===== config.mk =====
export PLATFORM = sky130hd
export DESIGN_NAME = reg_file_bypass
export DESIGN_NICKNAME = d
export VERILOG_FILES = /design/src/rtl/reg_file_bypass.sv
export SDC_FILE = /design/constraint.sdc
export NUM_CORES = 1
export LEC_CHECK = 0
export CAP_MARGIN = 20
export CORE_MARGIN = 10
export CORE_UTILIZATION = 29
export CTS_CLUSTER_SIZE = 28
export DETAILED_ROUTE_END_ITERATION = 10
export MAX_ROUTING_LAYER = met4
export SETUP_SLACK_MARGIN = 0.02
export SYNTH_ARGS = -nofsm -noshare
export SYNTH_HDL_FRONTEND = slang
export SYNTH_SLANG_ARGS = --single-unit
export TNS_END_PERCENT = 1

===== constraint.sdc =====
create_clock -name clk -period 11.4 [get_ports clk]
set_input_delay 2.85 -clock clk [delete_from_list [all_inputs] [get_ports clk]]
set_output_delay 2.85 -clock clk [all_outputs]
set_load 0.1 [all_outputs]

===== src/rtl/reg_file_bypass.sv =====
// Parametrised register file: two registered read ports, one byte-enabled write port,
// same-edge write-to-read bypass, optional hardwired-zero r0, asynchronous array clear.
module reg_file_bypass #(
  parameter int DATA_W   = 16,
  parameter int DEPTH    = 16,
  parameter int ADDR_W   = 4,
  parameter int ZERO_REG = 0,
  localparam int BE_W    = DATA_W / 8
) (
  input  logic              clk,
  input  logic              rst,
  input  logic              rd_en,
  input  logic [ADDR_W-1:0] rd_addr1,
  input  logic [ADDR_W-1:0] rd_addr2,
  output logic [DATA_W-1:0] rd_data1,
  output logic [DATA_W-1:0] rd_data2,
  output logic              rd_valid,
  input  logic              wr_en,
  input  logic [ADDR_W-1:0] wr_addr,
  input  logic [BE_W-1:0]   wr_be,
  input  logic [DATA_W-1:0] wr_data
);

  // Post-write value of every register; the read muxes select from this, which is
  // exactly the bypassed view of the array.
  logic [DATA_W-1:0] rows_d [DEPTH];

  logic [DATA_W-1:0] rd_data1_q, rd_data1_d;
  logic [DATA_W-1:0] rd_data2_q, rd_data2_d;
  logic              rd_valid_q, rd_valid_d;

  genvar gi;
  generate
    for (gi = 0; gi < DEPTH; gi++) begin : g_row
      if ((ZERO_REG != 0) && (gi == 0)) begin : g_zero
        assign rows_d[gi] = '0;
      end else begin : g_store
        logic [DATA_W-1:0] word_q, word_d;

        always_comb begin
          word_d = word_q;
          if (wr_en && (wr_addr == ADDR_W'(gi))) begin
            for (int b = 0; b < BE_W; b++) begin
              if (wr_be[b]) word_d[8*b +: 8] = wr_data[8*b +: 8];
            end
          end
        end

        always_ff @(posedge clk or posedge rst) begin
          if (rst) word_q <= '0;
          else     word_q <= word_d;
        end

        assign rows_d[gi] = word_d;
      end
    end
  endgenerate

  // Addresses at or beyond DEPTH match no row and therefore read as zero.
  always_comb begin
    rd_data1_d = '0;
    rd_data2_d = '0;
    rd_valid_d = rd_en;
    if (rd_en) begin
      for (int i = 0; i < DEPTH; i++) begin
        if (rd_addr1 == ADDR_W'(i)) rd_data1_d = rows_d[i];
        if (rd_addr2 == ADDR_W'(i)) rd_data2_d = rows_d[i];
      end
    end
  end

  always_ff @(posedge clk or posedge rst) begin
    if (rst) begin
      rd_data1_q <= '0;
      rd_data2_q <= '0;
      rd_valid_q <= 1'b0;
    end else begin
      rd_data1_q <= rd_data1_d;
      rd_data2_q <= rd_data2_d;
      rd_valid_q <= rd_valid_d;
    end
  end

  assign rd_data1 = rd_data1_q;
  assign rd_data2 = rd_data2_q;
  assign rd_valid = rd_valid_q;

endmodule


Word-level counts from Yosys, hierarchy flattened
Cells that the tools add are included.

cells by class
  reductions and logical operators = 19
  equality and inequality tests = 45
  mux-type cells = 82

operators with widths
  cell                                            count
  two-way mux 16 bit                              50
  two-way mux 8 bit                               32
  == test 4 bit (second input constant)           24
  == test 4 x 3 -> 1 bit (second input constant)  12
  == test 4 x 2 -> 1 bit (second input constant)  6
  logical AND 1 bit                               16
  == test 4 x 1 -> 1 bit (second input constant)  3
  zero test 4 bit                                 3

word-level totals
  output and inout bits = 33
  word-level logic and storage cells = 165
  input bits = 34
  bits in registers = 289

Logic depth before layout (Yosys ltp)
Gate-level depths: netlist (run 1).

  word-level depth = 20
  gate-level depth with buffers = 10
  gate-level depth less buffers = 8

Least setup slack after synthesis (run 1)
Ideal clock, no wire load.

  kind = input to register
  start point = input port wr_addr[2]
  end point = register rd_data1_q[7], in the netlist rd_data1[7]
  arrival = 4.959 ns
  cell stages on the path = 8
  buffers on the path = 1
  setup time = 0.119 ns
  slack = 6.323 ns
  data required time = 11.281 ns
  cell sequence = buf_2 > nand4b_2 > nor2_2 > mux2_2 > a22oi_1 > o211ai_1 > or4_1 > o21a_1

on the way
  elaborated cells on any way between the ends = 65
  classes of those cells = eq/ne: 15; mux: 33; reduce/logical: 17

RTL lines
  what                                   RTL line  source
  from (decl)                            19        input logic [ADDR_W-1:0] wr_addr,
  == test 4 bit                          42        if (wr_en && (wr_addr == ADDR_W'(gi))) begin
  logical AND 1 bit                      42
  two-way mux 16 bit                     42
  named net g_row[11].g_store.word_d[7]  38        logic [DATA_W-1:0] word_q, word_d;
  two-way mux 16 bit (5 in series)       66        if (rd_addr1 == ADDR_W'(i)) rd_data1_d = rows_d[i];
  two-way mux 16 bit                     64        if (rd_en) begin
  named net rd_data1_d[7]                28        logic [DATA_W-1:0] rd_data1_q, rd_data1_d;
  to (signal assigned)                   78        rd_data1_q <= rd_data1_d;
  to (decl)                              28

The timed path passes the listed nets, and every way through them passes these cells.

Worst setup path in the final report (run 1)
  start point = input port wr_en
  end point = register rd_data2_q[0], in the netlist rd_data2[0]

on the way
  elaborated cells on any way between the ends = 49
  classes of those cells = mux: 33; reduce/logical: 16

RTL lines
  what                                  RTL line  source
  from (decl)                           18        input logic wr_en,
  logical AND 1 bit                     42
  two-way mux 16 bit                    42
  named net g_row[1].g_store.word_d[0]  38
  two-way mux 16 bit (15 in series)     67        if (rd_addr2 == ADDR_W'(i)) rd_data2_d = rows_d[i];
  two-way mux 16 bit                    64
  named net rd_data2_d[0]               29        logic [DATA_W-1:0] rd_data2_q, rd_data2_d;
  to (signal assigned)                  79        rd_data2_q <= rd_data2_d;
  to (decl)                             29

The timed path passes the listed nets, and every way through them passes these cells.

==> metrics.txt, run 1 <==
status complete, no violations; DR vias between 10000 and 15000; Skew-Pair Late Insertion Delay 0.53 ns; cts bufs inserted 34; max-slew violation count 0; largest net degree at the start of global routing 168; Clock Path Buffers 3; core footprint 0.0528 mm2; cell count after synthesis 1572; Peak Freq roughly 0.15 GHz; Critical Path AT 6.93 ns; row count 84; GRT Util Overall 0.217; CTS Sinks 289; total power 3.10 mW; Root Buffer clkbuf_16; Worst path top cell family by delay compound AO/OA/AOI/OAI gates; Reg power frac 0.407; multi-input logic area about 0.0073 mm2; post-CTS setup buffers 0; Avg Cell Area, Syn about 9.9 um2; CTS tree done; unique cell type count in the Yosys netlist 81; Setup-failing EPs final 0; Final Skew ~0.011 ns; crit-path cells clkdlybuf4s50_1, and4bb_1, nand2_1, mux2_2, a2111o_1, a2111oi_0, o21ai_0, and3b_1; Worst setup endpoint rd_data2[0]$_DFF_PP0_; GPL Wtd Cong ~1; drt pass-1 iters 7; final WL a little under 70000 um; Hold Slack a little under 0.5 ns; worst hold path type reg -> reg; 1st-iter DRT viols 1823; worst r2r path cells 5; area grow syn2layout 15.5%; reg2reg start g_row[1].g_store.word_q[0]$_DFF_PP0_; Synth Warn # 0; post-route setup TNS 0 ns; Synth Cell Area roughly 0.016 mm2; total area of sequential cells 0.00723 mm2; initial antenna violation count 0; # DRC 0; number of max-cap violations 0; initial core utilization 0.294; die width 251 um; die area about 0.063 mm2; crit path launch wr_en; ys flop type dfrtp_1; total I/O pin count 67; Tcrit/Tclk final 0.571; CP Capture Type flop; Leak Pwr 8.23 nW; DP Area 0.0168 mm2; post-synth top area share 0.466; CP startpoint kind input port; first-pass GRT wire length 98500 um; Placed Instances 2252; max incr delay on CP 1.02 ns; Reg-to-Reg End rd_data2[0]$_DFF_PP0_; CP Data Required Time 11.82 ns; combinational share of power 0.235; layout cells sized above 1 0.139; H-tree depth 2; worst path buffer plus inverter count 1; register area share after synthesis 0.466; Post-Syn Nets 1606; clock power share 0.359; number of global-route vias before repair between 10000 and 15000; Post-Layout Cell Count 2310; area leader, netlist dfrtp_1; pwr/cell area 173 mW/mm2; CTS resizes 0; DIE HEIGHT between 200 and 300 um; CP max stage cell a2111oi_0; EDFF count, synth 0; ranking of synthesized cells by area dfrtp_1 (47%), mux2i_1 (9.0%), mux2_2 (7.2%), inv_1 (3.5%), o21ai_0 (3.2%); DR vias/cell between 5 and 6; Rel. slew slack 0.196; Post-DRT Antenna Nets 0; DP HPWL 48100 um; Tmin final 6.51 ns; highest ir drop seen on vdd 0.0739 mV; worst slew pin tran 1.18 ns; IO buf count 66; WS Path Type in -> reg; r2r setup slk 8.80 ns; hold buffer count at CTS 0; Crit. path cell count 8; FFs w/ async S/R, synth 1.00; internal power between 2 and 2.5 mW; Fill cells between 5000 and 6000; drt wl/cell 29.5 um; Crit Path Max Fanout 13; Final Hold Fails 0; RSZ-0062 raised after global routing no; clock slew at reported path FFs around 0.060 ns; switch share 0.323; final instance area around 0.018 mm2; Yosys reg bits roughly 290; Layout Nets 1634; aggregate global routing overflow 0; Psw about 1 mW
synthesized netlist by cell type (5+ instances only):
cell,n
a2111oi_0,6
a211oi_1,15
a21o_1,6
a21oi_1,75
a221o_1,5
a221oi_1,23
a22oi_1,19
a31oi_1,16
and2_1,5
and3_1,6
and4b_1,5
buf_2,14
buf_6,5
clkbuf_1,77
dfrtp_1,289
inv_1,143
mux2_2,99
mux2i_1,139
nand2_1,126
nand2b_1,9
nand3_1,26
nor2_1,88
nor2_2,19
nor2b_1,14
nor3_1,13
nor4_1,8
o211ai_1,14
o21a_1,10
o21ai_0,100
o221ai_1,18
o22ai_1,71
o31ai_1,5
or2_2,6
placed cells by master (no fill, tap or decap), types with 14 or more instances in the layout:
| cell type | count |
|---|---|
| inv_1 | 142 |
| dfrtp_1 | 289 |
| a22oi_1 | 19 |
| clkdlybuf4s50_1 | 62 |
| o221ai_1 | 18 |
| clkbuf_16 | 37 |
| a31oi_1 | 16 |
| mux2_2 | 99 |
| buf_4 | 25 |
| nand2_1 | 126 |
| a211oi_1 | 15 |
| mux2i_1 | 139 |
| a221oi_1 | 23 |
| nand3_1 | 26 |
| o21ai_0 | 100 |
| nor2_2 | 21 |
| nor2_1 | 86 |
| o211ai_1 | 14 |
| o22ai_1 | 71 |
| a21oi_1 | 75 |
state kept, by name, summed over array words and instances (netlist names):
signal and flops:
g_row.g_store.word_q 256, rd_data1 16, rd_data2 16, rd_valid 1
power groups by stage:
stage / Sequential, mW / Clock [mW] / Combinational, mW
3_3_place_gp: 1.27 / 0 / 0.699
2_1_floorplan: 1.34 / 0 / 0.406
3_5_place_dp: 1.28 / 0 / 0.708
4_1_cts: 1.26 / 1.13 / 0.711
5_1_grt: 1.28 / 1.17 / 0.777
6_report: 1.26 / 1.11 / 0.727
cell families after synthesis:
logic type,Yosys count,synth area share
buffers and inverters,244,0.0628
and+or+nand+nor,349,0.109
xor gates and xnor gates,1,0.000565
muxes,246,0.171
DFF,289,0.466
AOI/OAI and AO/OA,443,0.190
tightest hold or removal path, stage by stage, from the launching register on:
cell	delay, ns
dfrtp_1	0.32
mux2i_1	0.09
inv_1	0.06
cell type report:
type / instances / area share
diodes: 1 / 0.000140
clock buffers: 53 / 0.0595
clock inverters: 4 / 0.00251
inverters: 143 / 0.0304
multi-input cells: 1039 / 0.408
flip-flops and latches: 289 / 0.403
well taps: 688 / 0.0480
repair buffers: 93 / 0.0480
through the flow:
step,worst slack (ns),utilization
final,4.89,0.340
after global routing,4.90,0.340
after CTS,5.10,0.340
after detailed placement,4.58,0.319
after global placement,4.50,0.318
after floorplan,0.573,-
worst min path at each step:
stage	start	to	cells after the start
final	g_row[13].g_store.word_q[0]$_DFF_PP0_	g_row[13].g_store.word_q[0]$_DFF_PP0_	2
after global routing	g_row[13].g_store.word_q[0]$_DFF_PP0_	g_row[13].g_store.word_q[0]$_DFF_PP0_	2
after CTS	g_row[13].g_store.word_q[0]$_DFF_PP0_	g_row[13].g_store.word_q[0]$_DFF_PP0_	2
after detailed placement	g_row[13].g_store.word_q[0]$_DFF_PP0_	g_row[13].g_store.word_q[0]$_DFF_PP0_	2
after global placement	g_row[6].g_store.word_q[2]$_DFF_PP0_	g_row[6].g_store.word_q[2]$_DFF_PP0_	2
after floorplan	g_row[3].g_store.word_q[8]$_DFF_PP0_	g_row[3].g_store.word_q[8]$_DFF_PP0_	2
per-layer routing:
| metal | wire [um] | vias to the layer above | track usage |
|---|---|---|---|
| met5 | 0 | - | - |
| met1 | 29600 | 6832 | 0.287 |
| met2 | 29500 | 818 | 0.313 |
| li1 | - | 5748 | - |
| met4 | 2210 | 0 | 0.0731 |
| met3 | 6980 | 125 | 0.0596 |
No activity file was read; power rests on OpenSTA's default activity.
==> run 2, diff against run 1 <==
==> constraint.sdc (replaced) <==
create_clock -name clk -period 6.29 [get_ports clk]
set_input_delay 1.5725 -clock clk [delete_from_list [all_inputs] [get_ports clk]]
set_output_delay 1.5725 -clock clk [all_outputs]
set_load 0.1 [all_outputs]
==> run 2 against run 1 <==
  * Clock power grew 79%
  * Wire length shrank 1.8%
  * First-iteration DRC count shrank 0.27%
  * Worst setup slack lost 3.4 ns
  * Count of clock-buffer cells in the layout is the same
  * Critical path depth is the same
  * Via count grew 1.5%
  * Critical endpoint unchanged
  * Highest routed layer unchanged
==> metrics.txt, run 2 (synthesized netlist as in run 1, its figures left out) <==
Layout Nets 1667 (+2.0%); worst hold path type reg -> reg; CP startpoint kind input port; number of max-cap violations 0 (unchanged); Tcrit/Tclk final 0.758; drt wl/cell 28.5 um (-3.4%); DIE HEIGHT 251 um (unchanged); worst r2r path cells 5 (unchanged); Fill cells 5410 (-0.61%); clock power share 0.357 (-0.002); largest net degree at the start of global routing 170 (+1.2%); Hold Path Sink g_row[6].g_store.word_q[2]$_DFF_PP0_; Final Hold Fails 0 (unchanged); worst slack, placed 1.10 ns (-3.48 ns); Clock Path Buffers 3 (unchanged); clock slew at reported path FFs 0.06 ns (about the same); Setup-failing EPs final 0 (unchanged); row count 84 (unchanged); CP Capture Type flop; WS Path Type in -> reg; Worst Slack Setup Final 1.53 ns (-3.37 ns); initial core utilization 0.294 (unchanged); internal power 3.79 mW (+81%); crit-path cells clkdlybuf4s50_1, and4bb_1, nand2_1, mux2_2, a2111o_1, a2111oi_0, o21ai_0, and3b_1; initial antenna violation count 3 (+3); Skew-Pair Late Insertion Delay 0.53 ns (about the same); Tmin final 4.76 ns; pwr/cell area 307 mW/mm2 (+78%); aggregate global routing overflow 0 (unchanged); Placed Instances 2284 (+1.4%); area grow syn2layout 17.2%; commonest non-fill, non-tap cell in the layout dfrtp_1; switch share 0.321 (-0.00196); core footprint 0.0528 mm2 (unchanged); Reg power frac 0.409 (+0.002); Root Buffer clkbuf_16; Worst path top cell family by delay compound AO/OA/AOI/OAI gates; total area of sequential cells 0.00723 mm2 (unchanged); die area 0.0631 mm2 (unchanged); DR vias 13700 (+1.5%); Rel. slew slack 0.264 (+0.0682); Peak Freq 0.210 GHz; GPL Wtd Cong 0.965 (-3.6%); worst slew pin tran 1.10 ns (-0.0760 ns); hold path cells 2 (unchanged); Crit Path Max Fanout 13 (unchanged); CTS tree done; # DRC 0 (unchanged); DP HPWL 47300 um (-1.6%); highest ir drop seen on vdd 0.139 mV (+88%); Largest register FFs 256 (unchanged); Leak Pwr 8.39 nW (+1.9%); Biggest register g_row.g_store.word_q; final instance area 0.0182 mm2 (+1.4%); worst path buffer plus inverter count 1 (unchanged); final WL 67000 um (-1.8%); CP max stage cell clkdlybuf4s50_1; r2r setup slk 4.13 ns (-4.67 ns); H-tree depth 2 (unchanged); 1st-iter DRT viols 1818 (-0.27%); Post-Layout Cell Count 2347 (+1.6%); cts bufs inserted 34 (unchanged); Critical Path AT 5.18 ns (-1.75 ns); CTS Sinks 289 (unchanged); post-route setup TNS 0 ns (unchanged); Reg-to-Reg End rd_data2[0]$_DFF_PP0_; Min-Delay Startpoint g_row[6].g_store.word_q[2]$_DFF_PP0_; first-pass GRT wire length 97600 um (-0.95%); CTS resizes 0 (unchanged); post-CTS setup buffers 0 (unchanged); status complete, no violations; hold buffer count at CTS 0 (unchanged); die width 251 um (unchanged); Post-DRT Antenna Nets 0 (unchanged); DR vias/cell 5.85 (about the same); max incr delay on CP 0.82 ns (-0.20 ns); IO buf count 66 (unchanged); RSZ-0062 raised after global routing no; total I/O pin count 67 (unchanged); CP Data Required Time 6.71 ns (-5.11 ns); commonest non-fill, non-tap cells in the layout dfrtp_1 (289), inv_1 (142), mux2i_1 (139), nand2_1 (126), o21ai_0 (100); reg2reg start g_row[1].g_store.word_q[0]$_DFF_PP0_; number of global-route vias before repair 13600 (+2.2%); multi-input logic area 0.00731 mm2 (about the same); Psw 1.80 mW (+79%); combinational share of power 0.234 (about the same); layout cells sized above 1 0.156 (+0.0177); drt pass-1 iters 6 (-1); GRT Util Overall 0.213 (-0.00397); max-slew violation count 0 (unchanged); Final Skew 0.0160 ns (+0.00516 ns); DP Area 0.0170 mm2 (+1.4%); Hold Slack 0.501 ns (+0.00495 ns)
==> run 2: cell type report <==
| type | count | share of cell area |
|---|---|---|
| diodes | 4 | 0.000551 |
| clock buffers | 53 | 0.0597 |
| clock inverters | 5 | 0.00158 |
| inverters | 143 | 0.0297 |
| multi-input cells | 1039 | 0.402 |
| flip-flops and latches | 289 | 0.398 |
| well taps | 688 | 0.0474 |
| repair buffers | 126 | 0.0610 |
==> run 2: routing by layer <==
metal,share of wire,routed length [um],vias to the layer above,track usage
li1,-,-,5822,-
met1,0.43,29000,6896,0.284
met2,0.43,28800,855,0.308
met3,0.096,6460,153,0.0472
met4,0.041,2740,0,0.0822
met5,0,0,-,-
==> run 2: power by group through the flow <==
stage	clock network (mW)	logic, mW	registers (mW)
final	1.99	1.31	2.28
after global routing	2.10	1.41	2.32
after CTS	2.02	1.28	2.29
after detailed placement	0	1.28	2.32
after global placement	0	1.26	2.31
after floorplan	0	0.736	2.43
==> run 2: worst max path at each step <==
stage / cells past startpoint / endpoint / startpoint
after floorplan: 1 / g_row[0].g_store.word_q[0]$_DFF_PP0_ / rst
after global placement: 8 / rd_data2[0]$_DFF_PP0_ / wr_en
after detailed placement: 8 / rd_data2[0]$_DFF_PP0_ / wr_en
after CTS: 8 / rd_data2[0]$_DFF_PP0_ / wr_en
after global routing: 8 / rd_data2[0]$_DFF_PP0_ / wr_en
final: 8 / rd_data2[0]$_DFF_PP0_ / wr_en
==> run 2: worst reg2reg max path, delay by kind of cell (launching register included) <==
family | cells | cell delay [ns]
compound gates | 3 | 1.22
flops | 1 | 0.36
mux | 1 | 0.28
simple gates | 1 | 0.20
==> run 2: through the flow <==
step / power (mW) / utilization
CTS: 5.59 / 0.344
finish: 5.59 / 0.345
global placement: 3.56 / 0.323
detailed placement: 3.59 / 0.323
floorplan: 3.17 / -
global route: 5.82 / 0.345
==> edit 1 (flow settings as in run 2) <==
Add an input register stage for `rd_addr1`, with the module's reset; this delays it by one clock. The other inputs are not delayed to match.
--- a/src/rtl/reg_file_bypass.sv
+++ b/src/rtl/reg_file_bypass.sv
@@ -20,6 +20,16 @@
   input  logic [BE_W-1:0]   wr_be,
   input  logic [DATA_W-1:0] wr_data
 );
+
+  logic [ADDR_W-1:0] rd_addr1_q;
+
+  always_ff @(posedge clk or posedge rst) begin
+    if (rst) begin
+      rd_addr1_q <= '0;
+    end else begin
+      rd_addr1_q <= rd_addr1;
+    end
+  end
 
   // Post-write value of every register; the read muxes select from this, which is
   // exactly the bypassed view of the array.
@@ -63,7 +73,7 @@
     rd_valid_d = rd_en;
     if (rd_en) begin
       for (int i = 0; i < DEPTH; i++) begin
-        if (rd_addr1 == ADDR_W'(i)) rd_data1_d = rows_d[i];
+        if (rd_addr1_q == ADDR_W'(i)) rd_data1_d = rows_d[i];
         if (rd_addr2 == ADDR_W'(i)) rd_data2_d = rows_d[i];
       end
     end
Check against the original RTL: not equivalent (a bounded check fails within 4 cycles, from zero or initial values and one cycle with rst high).
==> edit 1 against run 2 <==
  * First-iteration DRC count grew 23%
  * Worst setup slack got worse by 0.47 ns
  * Via count is 12% higher
  * Register-to-register slack got worse by 1.6 ns
  * Sequential cell count increased by 4
  * Final area increased by 6.6%
  * Critical path depth increased by 1
  * Worst hold slack got worse by 0.018 ns
  * Routed wire length rose by 6.2%
  * Area after synthesis up 7.5%
  * Power increased by 5.4%
  * Non-clock buffer count shrank 6
  * Critical endpoint is now rd_data1[8]$_DFF_PP0_
  * Largest cell class unchanged
==> edit 1: results (changes against run 2) <==
status complete, no violations; switching power 1.939 mW (+8.0%); mean instance size in the synthesized netlist 9.506 um2 (-3.7%); initial antenna violation count 1 (-2); combinational group power 1.38 mW (+5%); fraction of layout cells with a size suffix above 1 0.1587 (+0.002243); half-perimeter wire length after placement 49.46 mm (+4.5%); All-Layer GR Usage 0.2118 (-0.0009922); post-layout net count 1816 (+8.9%); First DRT Iteration DRCs 2245 (+23%); cell count after placement 2499 (+9.4%); wirelength, routed 71.14 mm (+6.2%); number of global-route vias before repair 14730 (+8.2%); wire length of the first global-routing pass 104.5 mm (+7.1%); longest individual stage delay on the worst path 1.04 ns (+0.22 ns); clock skew 0.02369 ns (+0.007675 ns); crit-path max FO 23 (+10); pin slew with the least headroom to its limit 1.124 ns (+0.02448 ns); setup ws final 1.054 ns (-0.4716 ns); leading post-synthesis cells by instance count dfrtp_1 (293), nand2_1 (181), o21ai_0 (132); Setup Slack @ Placement 0.7151 ns (-0.3873 ns); power share of the sequential group 0.397 (-0.012); worst min-delay path endpoint g_row[1].g_store.word_q[5]$_DFF_PP0_; cell count of the worst reg-to-reg path 6 (+1); filler cell count in the final layout 5755 (+6.4%); overall power after layout 5.892 mW (+5.4%); start of the worst register-to-register path rd_addr1_q[0]$_DFF_PP0_
edit 1: cell types whose count changed after synthesis, moves of 14 or more:
cell / change
a211oi_1: +14
o21ai_0: +32
nor2_1: +18
clkbuf_1: +19
o221ai_1: +18
mux2i_1: -31
a21oi_1: +21
nand2_1: +55
nor3_1: +25
o22ai_1: -35
mux2_2: +24
inv_1: -45
edit 1: layout make-up:
| class | count | area share |
|---|---|---|
| Antenna cell | 1 | 0.0001291 |
| Clock buffer | 49 | 0.05331 |
| Clock inverter | 16 | 0.008907 |
| Inverter | 100 | 0.01956 |
| Multi-Input combinational cell | 1230 | 0.4349 |
| Sequential cell | 293 | 0.3785 |
| Tap cell | 756 | 0.04880 |
| Timing Repair Buffer | 120 | 0.05590 |
edit 1: layer usage:
metal,global-route usage,routed length [um]
met1,0.2828,30140
met2,0.3042,30610
met3,0.04920,7595
met4,0.08429,2794
met5,-,0
edit 1: tightest hold or removal path: stages, from the launching register on:
cell,delay (ns)
dfrtp_1,0.35
nand2_1,0.05
nand2_1,0.05
==> edit 2 (settings of run 2) <==
Without the edit above. Set the parameter `ADDR_W` to 6 (it was 4).
--- a/src/rtl/reg_file_bypass.sv
+++ b/src/rtl/reg_file_bypass.sv
@@ -3,7 +3,7 @@
 module reg_file_bypass #(
   parameter int DATA_W   = 16,
   parameter int DEPTH    = 16,
-  parameter int ADDR_W   = 4,
+  parameter int ADDR_W   = 6,
   parameter int ZERO_REG = 0,
   localparam int BE_W    = DATA_W / 8
 ) (
Ports: changed (resized rd_addr1, rd_addr2 and wr_addr); port bits go from 67 to 73. No check against the original RTL was run, so the function may have changed too.
==> edit 2 against run 2 <==
  * Area after synthesis rose by 2.0%
  * Sequential power decreased by 11%
  * Sequential cell count unchanged
  * First-iteration DRC count grew 12%
  * Synthesized cell count is 1.6% higher
  * Final area up 3.0%
  * Worst setup slack worse by 0.32 ns
  * Routed wire length grew 3.5%
  * Global-route usage grew 0.28 points
  * Power fell by 16%
  * Critical path type unchanged
  * Highest routed layer unchanged
==> edit 2: results (changes against run 2) <==
delay-heaviest family, CP simple AND/OR/NAND/NOR gates; top post-synthesis cells by area dfrtp_1 (46%), mux2i_1 (8.0%), mux2_2 (7.0%), a21oi_1 (3.3%), o21ai_0 (3.2%); Slowest-stage cell, CP and4bb_2; Buffers on Ports 72 (+9.1%); routability congestion estimate from global placement 1.016 (+5.3%); leakage power figure 9.276 nW (+11%); longest individual stage delay on the worst path 0.85 ns (+0.03 ns); level count of the clock H-tree 1 (-1); worst min-delay path endpoint g_row[7].g_store.word_q[3]$_DFF_PP0_; leading post-synthesis cells by instance count dfrtp_1 (289), mux2i_1 (127), inv_1 (124), nand2_1 (124), a21oi_1 (103); setup slack on the worst flop-to-flop path 3.93 ns (-0.20 ns); final max-slew violation count 0 (unchanged); launch instance of the worst min-delay path g_row[7].g_store.word_q[3]$_DFF_PP0_; # resized after CTS 0 (unchanged); CTS Buf Count 31 (-8.8%); status complete, no violations; number of distinct library cells after synthesis 88 (+8.6%); later-pin clock latency in the skew report 0.59 ns (+0.06 ns); fraction of layout cells with a size suffix above 1 0.1625 (+0.006049); largest net degree at the start of global routing 103 (-39%); path category of the worst min-delay check reg2reg; wire length of the first global-routing pass 100.3 mm (+2.8%); number of global-route vias before repair 13810 (+1.5%); DP Area 17590 um2 (+3.2%); vias per std cell 5.962 (+2.0%); All-Layer GR Usage 0.2156 (+0.002802); First DRT Iteration DRCs 2038 (+12%); maximum resistive drop on vdd 0.1479 mV (+6.5%); WL per Instance 28.96 um (+1.5%); start of the worst register-to-register path g_row[4].g_store.word_q[4]$_DFF_PP0_; crit-path max FO 29 (+16); data arrival time at the worst-slack endpoint 5.53 ns (+0.35 ns); post-layout net count 1715 (+2.9%); final hold slack 0.4995 ns (-0.001596 ns); clock skew 0.01974 ns (+0.003721 ns); half-perimeter wire length after placement 51.02 mm (+7.9%); initial antenna violation count 1 (-2); pin slew with the least headroom to its limit 1.048 ns (-0.05175 ns); net count of the mapped netlist 1637 (+1.9%); reg-to-reg critical path endpoint rd_data1[4]$_DFF_PP0_; part of the Yosys area used for sequential elements 0.4570 (-0.009214); cell count of the worst reg-to-reg path 5 (unchanged)
==> edit 2: changes by cell type in the layout (fill, tap and decap cells not counted), sizes merged, moves of 8 or more <==
cell and change:
a21oi +28, nor2b -8, o211a +12, nand3 +46
o211ai +10, clkdlybuf4s50 +9, buf +10, o22ai -33
inv -19, nor2 -17, mux2i -12
==> edit 2: cells by family (layout without fill, tap and decap cells) <==
family                 Yosys count  count (layout)  synth area share
other                            0               1                 0
DFF                            289             289            0.4570
muxes                          230             230            0.1550
and+or+nand+nor                375             375            0.1249
AOI/OAI and AO/OA              480             480            0.2067
buffers and inverters          223             324           0.05637
==> edit 2: stage by stage <==
stage | std cells | setup slack, ns | total power, mW
finish | 2395 | 1.203 | 4.706
global route | 2395 | 1.171 | 4.861
CTS | 2393 | 1.379 | 4.716
detailed placement | 2337 | 0.7713 | 2.704
global placement | 2337 | 0.7909 | 2.693
floorplan | 1597 | 0.8843 | 2.454
==> edit 2: worst register-to-register path, stage by stage, from the launching register on <==
cell	delay, ns
dfrtp_1	0.36
mux2i_1	0.27
o21ai_0	0.16
or4_1	0.57
a2111oi_2	0.66
o41ai_1	0.20
==> edit 2: per-layer routing <==
metal,track usage,part of all wire,vias to the layer above
met5,-,0,-
met1,0.2890,0.42,7198
li1,-,-,6074
met4,0.06670,0.033,0
met2,0.3193,0.44,877
met3,0.04750,0.11,131
==> edit 2: area by class of cell <==
type                    instances  area, um2
diodes                          1      2.502
clock buffers                  47      935.9
clock inverters                 9      173.9
fillers                      5437      35190
inverters                     124      469.2
multi-input cells            1085       7745
flip-flops and latches        289       7232
well taps                     696      870.8
repair buffers                144       1301
==> edit 2: worst max-delay path by stage <==
| stage | startpoint | to | slack [ns] | cells after the start |
|---|---|---|---|---|
| global placement | wr_addr[0] | rd_data1[6]$_DFF_PP0_ | 0.79 | 8 |
| floorplan | rst | g_row[0].g_store.word_q[0]$_DFF_PP0_ | 0.88 | 1 |
| CTS | wr_en | rd_data1[4]$_DFF_PP0_ | 1.38 | 8 |
| global route | wr_en | rd_data1[4]$_DFF_PP0_ | 1.17 | 8 |
| detailed placement | wr_en | rd_data1[4]$_DFF_PP0_ | 0.77 | 8 |
| finish | wr_en | rd_data1[4]$_DFF_PP0_ | 1.20 | 8 |
==> edit 2: power by group <==
part | total [mW] | internal (mW) | switching, mW | leakage, nW
sequential | 2.04 | 2.00 | 0.0387 | 3.94
combinational | 0.657 | 0.197 | 0.460 | 4.79
clock | 2.01 | 1.22 | 0.793 | 0.548
total | 4.71 | 3.41 | 1.29 | 9.28
